==> config.mk <==
export PLATFORM = sky130hd
export DESIGN_NAME = acc_drain_flat
export DESIGN_NICKNAME = d
export VERILOG_FILES = /design/src/rtl/acc_drain_pkg.sv /design/src/rtl/acc_drain_if.sv /design/src/rtl/acc_drain_buf.sv /design/src/rtl/acc_drain.sv /design/src/flat_wrapper.sv
export SDC_FILE = /design/constraint.sdc
export NUM_CORES = 1
export LEC_CHECK = 0
export BUFFER_PORTS_ARGS = -buffer_cell sky130_fd_sc_hd__buf_4
export CAP_MARGIN = 10
export CORE_UTILIZATION = 53
export DETAILED_ROUTE_END_ITERATION = 16
export GPL_ROUTABILITY_DRIVEN = 0
export PLACE_DENSITY_LB_ADDON = 0.08
export REMOVE_ABC_BUFFERS = 1
export SYNTH_ARGS = -nofsm -noshare
export SYNTH_HDL_FRONTEND = slang
export SYNTH_SLANG_ARGS = --single-unit
export TNS_END_PERCENT = 20
==> constraint.sdc <==
create_clock -name clk -period 2.3 [get_ports clk]
set_input_delay 0.46 -clock clk [delete_from_list [all_inputs] [get_ports clk]]
set_output_delay 0.46 -clock clk [all_outputs]
set_load 0.05 [all_outputs]
==> src/rtl/acc_drain_pkg.sv <==
// acc_drain_pkg: shared state encoding, default sizes and the index-width
// helper used by the accumulator drain block and its interface.
package acc_drain_pkg;

    localparam int DEF_N       = 4;
    localparam int DEF_C_WIDTH = 32;
    localparam int DEF_K_WIDTH = 16;

    typedef enum logic [2:0] {
        IDLE   = 3'd0,
        RUN    = 3'd1,
        CTRL   = 3'd2,
        SETTLE = 3'd3,
        DRAIN  = 3'd4
    } state_t;

    // Width of a word index; a single-entry bank still gets a 1-bit index.
    function automatic int idx_width(input int n);
        return (n > 1) ? $clog2(n) : 1;
    endfunction

endpackage

==> src/rtl/acc_drain_if.sv <==
// acc_drain_if: drained-word stream from acc_drain to its consumer.
// Handshake: a word (out_data, out_idx) is transferred on every rising clk
// edge where out_valid and out_ready are both high; while out_valid is high
// and out_ready is low the producer holds out_data and out_idx stable.
interface acc_drain_if
    import acc_drain_pkg::*;
#(
    parameter int C_WIDTH = DEF_C_WIDTH,
    parameter int IW      = idx_width(DEF_N)
);
    logic [C_WIDTH-1:0] out_data;
    logic [IW-1:0]      out_idx;
    logic               out_valid;
    logic               out_ready;

    modport master (output out_data, output out_idx, output out_valid, input out_ready);
    modport slave  (input out_data, input out_idx, input out_valid, output out_ready);
endinterface

==> src/rtl/acc_drain_buf.sv <==
// acc_drain_buf: N-entry shadow bank that snapshots the PE accumulators in
// one parallel load and presents the entry selected by idx.
module acc_drain_buf
    import acc_drain_pkg::*;
#(
    parameter int N       = DEF_N,
    parameter int C_WIDTH = DEF_C_WIDTH,
    parameter int IW      = idx_width(DEF_N)
) (
    input  logic                 clk,
    input  logic                 rstn,
    input  logic                 load,
    input  logic [N*C_WIDTH-1:0] in_c,
    input  logic [IW-1:0]        idx,
    output logic [C_WIDTH-1:0]   word
);

    logic [C_WIDTH-1:0] bank [N];

    // Parallel capture of all N accumulator words when load is asserted.
    always_ff @(posedge clk or negedge rstn) begin
        if (!rstn) begin
            for (int i = 0; i < N; i++) bank[i] <= '0;
        end else if (load) begin
            for (int i = 0; i < N; i++) bank[i] <= in_c[i*C_WIDTH +: C_WIDTH];
        end
    end

    // Read mux; decoded compare keeps non-power-of-two N free of out-of-range reads.
    always_comb begin
        word = '0;
        for (int i = 0; i < N; i++) begin
            if (idx == IW'(i)) word = bank[i];
        end
    end

endmodule

==> src/rtl/acc_drain.sv <==
// acc_drain: runs one tile (k_len MAC cycles), strobes pe_control to make the
// PEs present their accumulators, snapshots them, then drains the N words one
// per accepted handshake and pulses done.
// Build option: define ACC_DRAIN_RELU_EN to clamp negative (signed) words to
// zero on out_data; the shadow bank always keeps the raw value.
module acc_drain
    import acc_drain_pkg::*;
#(
    parameter int N       = DEF_N,
    parameter int C_WIDTH = DEF_C_WIDTH,
    parameter int K_WIDTH = DEF_K_WIDTH
) (
    input  logic                 clk,
    input  logic                 rstn,
    input  logic                 start,
    input  logic [K_WIDTH-1:0]   k_len,
    output logic                 pe_control,
    input  logic [N*C_WIDTH-1:0] in_c,
    output logic                 busy,
    output logic                 done,
    output state_t               fsm_state,
    acc_drain_if.master          drain
);

    localparam int IW = idx_width(N);

    state_t             state;
    state_t             nxt;
    logic [K_WIDTH-1:0] cnt;
    logic [IW-1:0]      idx;
    logic               load;
    logic               out_valid;
    logic               fire;
    logic               last;
    logic [C_WIDTH-1:0] raw_word;

    assign fire      = out_valid && drain.out_ready;
    assign last      = (idx == IW'(N - 1));
    assign fsm_state = state;

    // Next-state and per-state outputs.
    always_comb begin
        nxt        = state;
        pe_control = 1'b0;
        out_valid  = 1'b0;
        busy       = 1'b1;
        load       = 1'b0;
        case (state)
            IDLE: begin
                busy = 1'b0;
                if (start) nxt = RUN;
            end
            RUN: begin
                if (cnt <= K_WIDTH'(1)) nxt = CTRL;
            end
            CTRL: begin
                pe_control = 1'b1;
                nxt        = SETTLE;
            end
            SETTLE: begin
                load = 1'b1;
                nxt  = DRAIN;
            end
            DRAIN: begin
                out_valid = 1'b1;
                if (fire && last) nxt = IDLE;
            end
            default: nxt = IDLE;
        endcase
    end

    // State register, MAC cycle counter, drain index and done pulse.
    always_ff @(posedge clk or negedge rstn) begin
        if (!rstn) begin
            state <= IDLE;
            cnt   <= '0;
            idx   <= '0;
            done  <= 1'b0;
        end else begin
            state <= nxt;
            done  <= (state == DRAIN) && fire && last;
            case (state)
                IDLE:    if (start) cnt <= (k_len == '0) ? K_WIDTH'(1) : k_len;
                RUN:     cnt <= cnt - K_WIDTH'(1);
                SETTLE:  idx <= '0;
                DRAIN:   if (fire && !last) idx <= idx + IW'(1);
                default: ;
            endcase
        end
    end

    acc_drain_buf #(
        .N       (N),
        .C_WIDTH (C_WIDTH),
        .IW      (IW)
    ) u_buf (
        .clk  (clk),
        .rstn (rstn),
        .load (load),
        .in_c (in_c),
        .idx  (idx),
        .word (raw_word)
    );

    assign drain.out_valid = out_valid;
    assign drain.out_idx   = idx;
`ifdef ACC_DRAIN_RELU_EN
    assign drain.out_data  = raw_word[C_WIDTH-1] ? '0 : raw_word;
`else
    assign drain.out_data  = raw_word;
`endif

endmodule

==> src/flat_wrapper.sv <==
// flat-port wrapper written by rule: the top's interface ports become plain ports
module acc_drain_flat import acc_drain_pkg::*;
#(
    parameter int N       = DEF_N,
    parameter int C_WIDTH = DEF_C_WIDTH,
    parameter int K_WIDTH = DEF_K_WIDTH
)
  (clk, rstn, start, k_len, pe_control, in_c, busy, done, fsm_state, drain_out_data, drain_out_idx, drain_out_valid, drain_out_ready);
  acc_drain_if #(.C_WIDTH(C_WIDTH), .IW((idx_width(N)))) drain_i ();
  input  logic clk;
  input  logic rstn;
  input  logic start;
  input  logic [K_WIDTH-1:0] k_len;
  output logic pe_control;
  input  logic [N*C_WIDTH-1:0] in_c;
  output logic busy;
  output logic done;
  output state_t fsm_state;
  output wire logic [$bits(drain_i.out_data)-1:0] drain_out_data;
  output wire logic [$bits(drain_i.out_idx)-1:0] drain_out_idx;
  output wire logic [$bits(drain_i.out_valid)-1:0] drain_out_valid;
  input wire logic [$bits(drain_i.out_ready)-1:0] drain_out_ready;
  assign drain_out_data = drain_i.out_data;
  assign drain_out_idx = drain_i.out_idx;
  assign drain_out_valid = drain_i.out_valid;
  assign drain_i.out_ready = drain_out_ready;
  acc_drain #(.N(N), .C_WIDTH(C_WIDTH), .K_WIDTH(K_WIDTH)) u_core (.clk(clk), .rstn(rstn), .start(start), .k_len(k_len), .pe_control(pe_control), .in_c(in_c), .busy(busy), .done(done), .fsm_state(fsm_state), .drain(drain_i));
endmodule
==> results.sh <==
export IMPL_via_per_inst=5.68
export IMPL_place_inst=973
export IMPL_crit_chain="inv_2, ha_4, buf_12, buf_16, nand3b_1, a21oi_1, a21oi_1, o21ai_1, buf_6"
export IMPL_via_count=5764
export IMPL_drt_pass1_iterations=6
export IMPL_violations="hold timing, setup timing"
export IMPL_coreArea_sq_um=13200
export IMPL_synth_cell_types=48
export IMPL_fp_dieH_microns=118
export IMPL_numClockSinks=150
export IMPL_clock_fmax_mhz=395
export IMPL_drt_total_wl_mm=18.4
export IMPL_start_util_pct=54.2
export IMPL_synth_area_sq_um=7170
export IMPL_p_sw_mw=7.67
export IMPL_crit_required_ns=1.84
export IMPL_critPathMaxStageDelay_ns=0.45
export IMPL_drive_gt1_share_pct=50.3
export IMPL_antenna_found_initial=0
export IMPL_gr_total_overflow=0
export IMPL_clock_path_buffers=2
export IMPL_netSwitchingFraction_pct=41.8
export IMPL_portBuffers=188
export IMPL_grt_pass1_vias=5863
export IMPL_cp_num_buf_inv=4
export IMPL_slew_viol_final=0
export IMPL_crit_type="flop to output port"
export IMPL_drt_initial_drc_count=258
export IMPL_ys_warn_count=0
export IMPL_synth_edf_count=0
export IMPL_synth_main_ff_cell="dfrtp_1"
export IMPL_cpMostUsedCell="a21oi_1"
export IMPL_power_density_nw_per_um2=1840
export IMPL_min_period_ns=2.53
export IMPL_crit_path_top_delay_cell="dfrtp_2"
export IMPL_grt_usage_pct=27.1
export IMPL_irDropWorstVdd_v=0.00114
export IMPL_yosysMostFrequentCell="dfrtp_1"
export IMPL_num_rows=42
export IMPL_synthCells=636
export IMPL_yosys_area_top_type="dfrtp_1"
export IMPL_clock_skew_final_ns=0.00486
export IMPL_synthTopCellsByArea="dfrtp_1, mux2_2, a21oi_1, nand2_1, nand3b_1"
export IMPL_report_power_total_mw=18.3
export IMPL_power_frac_comb_pct=56.4
export IMPL_worst_path_dominant_cell_family="buffers and inverters"
export IMPL_hp_class="input port to asynchronous set/reset pin"
export IMPL_end_kind="output port"
export IMPL_htreeDepth=4
export IMPL_pwr_share_seq_pct=26.5
export IMPL_p_int_mw=10.7
export IMPL_power_leakage_nw=4.37
export IMPL_cts_root_buf="clkbuf_16"
export IMPL_insertion_delay_ns=0.42
export IMPL_startpoint_type="flop"
export IMPL_worstMarginPinSlew_ns=0.541
export IMPL_fillers=911
export IMPL_p_clk_share_pct=17.1
export IMPL_hold_viol_final=6
export IMPL_worst_slack_ns=-0.234
export IMPL_stdcell_area_sq_um=9970
export IMPL_seq_area_sq_um=3750
export IMPL_syn_mean_instance_area_sq_um=11.3
export IMPL_multi_input_area_sq_um=3340
export IMPL_grt_start_max_net_pins=96
export IMPL_dpl_instance_area_sq_um=8850
export IMPL_crit_arrival_ns=2.07
export IMPL_seq_area_frac_synth_pct=52.3
export IMPL_die_area_sq_um=14000
export IMPL_outcome="finished, violations left"
export IMPL_hold_slack_ns=-0.0105
export IMPL_antenna_cells=0
export IMPL_cts_buffers=17
export IMPL_setup_viol=32
export IMPL_ios=189
export IMPL_layoutNonFillerInstCount=1015
export IMPL_async_flop_share_pct=100
export IMPL_fin_crit_sh_pct=110
export IMPL_hold_buffers=0
export IMPL_crit_fanout=6
export IMPL_area_growth_pct=39.0
export IMPL_slew_headroom_pct=63.9
export IMPL_antenna_left=0
export IMPL_drv_cap=0
export IMPL_die_x_microns=118
export IMPL_nNetsFinal=981
export IMPL_clk_pin_slew_ns=0.06
export IMPL_drc_errors=0
export IMPL_ys_seq_elements=150
export IMPL_dp_hpwl_mm=11.7
export IMPL_yosysTopAreaCellShare_pct=52.3
export IMPL_synthTopCellsByCount="dfrtp_1, mux2_2, nand2_1"
export IMPL_rsz0062_at_grt="true"
export IMPL_tritoncts="done"
export IMPL_grt_pass1_wl_mm=29.4
export IMPL_wire_per_inst_microns=18.2
## path summary, 6_finish.rpt
path / startpoint / end / slack (ns) / cells past startpoint
worst max-delay path: u_core.drain.out_idx[0]$_DFFE_PN0P_ / drain_out_data[17] / -0.23 / 9
worst min-delay path: rstn / u_core.u_buf.bank[22]$_DFFE_PN0P_ / -0.01 / 1
worst max register to register: u_core.cnt[0]$_DFFE_PN0P_ / u_core.cnt[12]$_DFFE_PN0P_ / 0.27 / 5
worst min register to register: u_core.u_buf.bank[87]$_DFFE_PN0P_ / u_core.u_buf.bank[87]$_DFFE_PN0P_ / 0.50 / 1
max in group asynchronous: rstn / u_core.u_buf.bank[47]$_DFFE_PN0P_ / 1.60 / 2
min in group clk: k_len[8] / u_core.cnt[8]$_DFFE_PN0P_ / 0.26 / 2
## registers in the layout (all words and copies together), names as in the netlist
name                  count
u_core.cnt               16
u_core.done               1
u_core.drain.out_idx      2
u_core.fsm_state          3
u_core.u_buf.bank       128
## cells in the final DEF, fill, tap and decap left out, drive strengths merged, types with 2 or more instances in the layout
master	n
nand3	8
and2	3
clkinv	2
ha	6
nor3b	3
or3	3
o21ai	43
a221o	4
o211ai	3
a22oi	2
a211o	2
nor3	4
or3b	2
a21oi	66
a211oi	2
o311a	2
nand4	3
nor4	14
nand2	74
nor2	7
buf	217
inv	9
bufinv	6
nand3b	34
or4	4
a31oi	2
mux2	128
dfrtp	150
xnor2	2
clkbuf	23
## per-stage QoR
step,TNS [ns],util [%],worst slack [ns]
2_1_floorplan,-421.37,-,-2.89
3_3_place_gp,0,66.8,0.199
3_5_place_dp,0,66.8,0.0453
4_1_cts,-5.02,74.4,-0.188
5_1_grt,-8.54,75.3,-0.337
6_report,-5.21,75.3,-0.234
## kinds of logic after synthesis
family	count (synthesis)	share of synthesized area [%]
mux	128	20.1
simple gates	163	12.6
xor+xnor	3	0.366
flops	150	52.3
buf+inv	55	3.24
fa+ha+maj	6	1.05
compound gates	131	10.3
## power by group through the flow
| stage | Combinational, mW | Sequential, mW | Clock (mW) |
|---|---|---|---|
| detailed placement | 8.86 | 4.85 | 0 |
| floorplan | 7.17 | 4.74 | 0 |
| global placement | 8.67 | 4.75 | 0 |
| global route | 11.0 | 5.03 | 3.26 |
| CTS | 9.96 | 4.83 | 3.16 |
| finish | 10.3 | 4.86 | 3.14 |
## repair_timing
action                                  4_1_cts  5_1_grt
cloned                                        3        1
endpoints found under the setup margin       32       32
setup buffers                                 7        0
gates resized for setup                      81       25
pin swaps                                    28       17
## final cells by class
| class | count | area share (%) |
|---|---|---|
| clock inverter | 9 | 1.98 |
| clock buffer | 22 | 4.66 |
| inverter | 9 | 0.339 |
| timing repair buffer | 218 | 19.7 |
| multi-input combinational | 431 | 33.5 |
| tap | 176 | 2.21 |
| sequential | 150 | 37.7 |
## layer usage
layer	GRT usage [%]	part of all wire, %	vias to the layer above
met1	33.9	41	2866
met2	45.2	51	186
met3	6.27	6.0	33
li1	-	-	2679
met4	11.1	2.3	0
met5	0	0	-
Power figures use the tool's default switching activity.
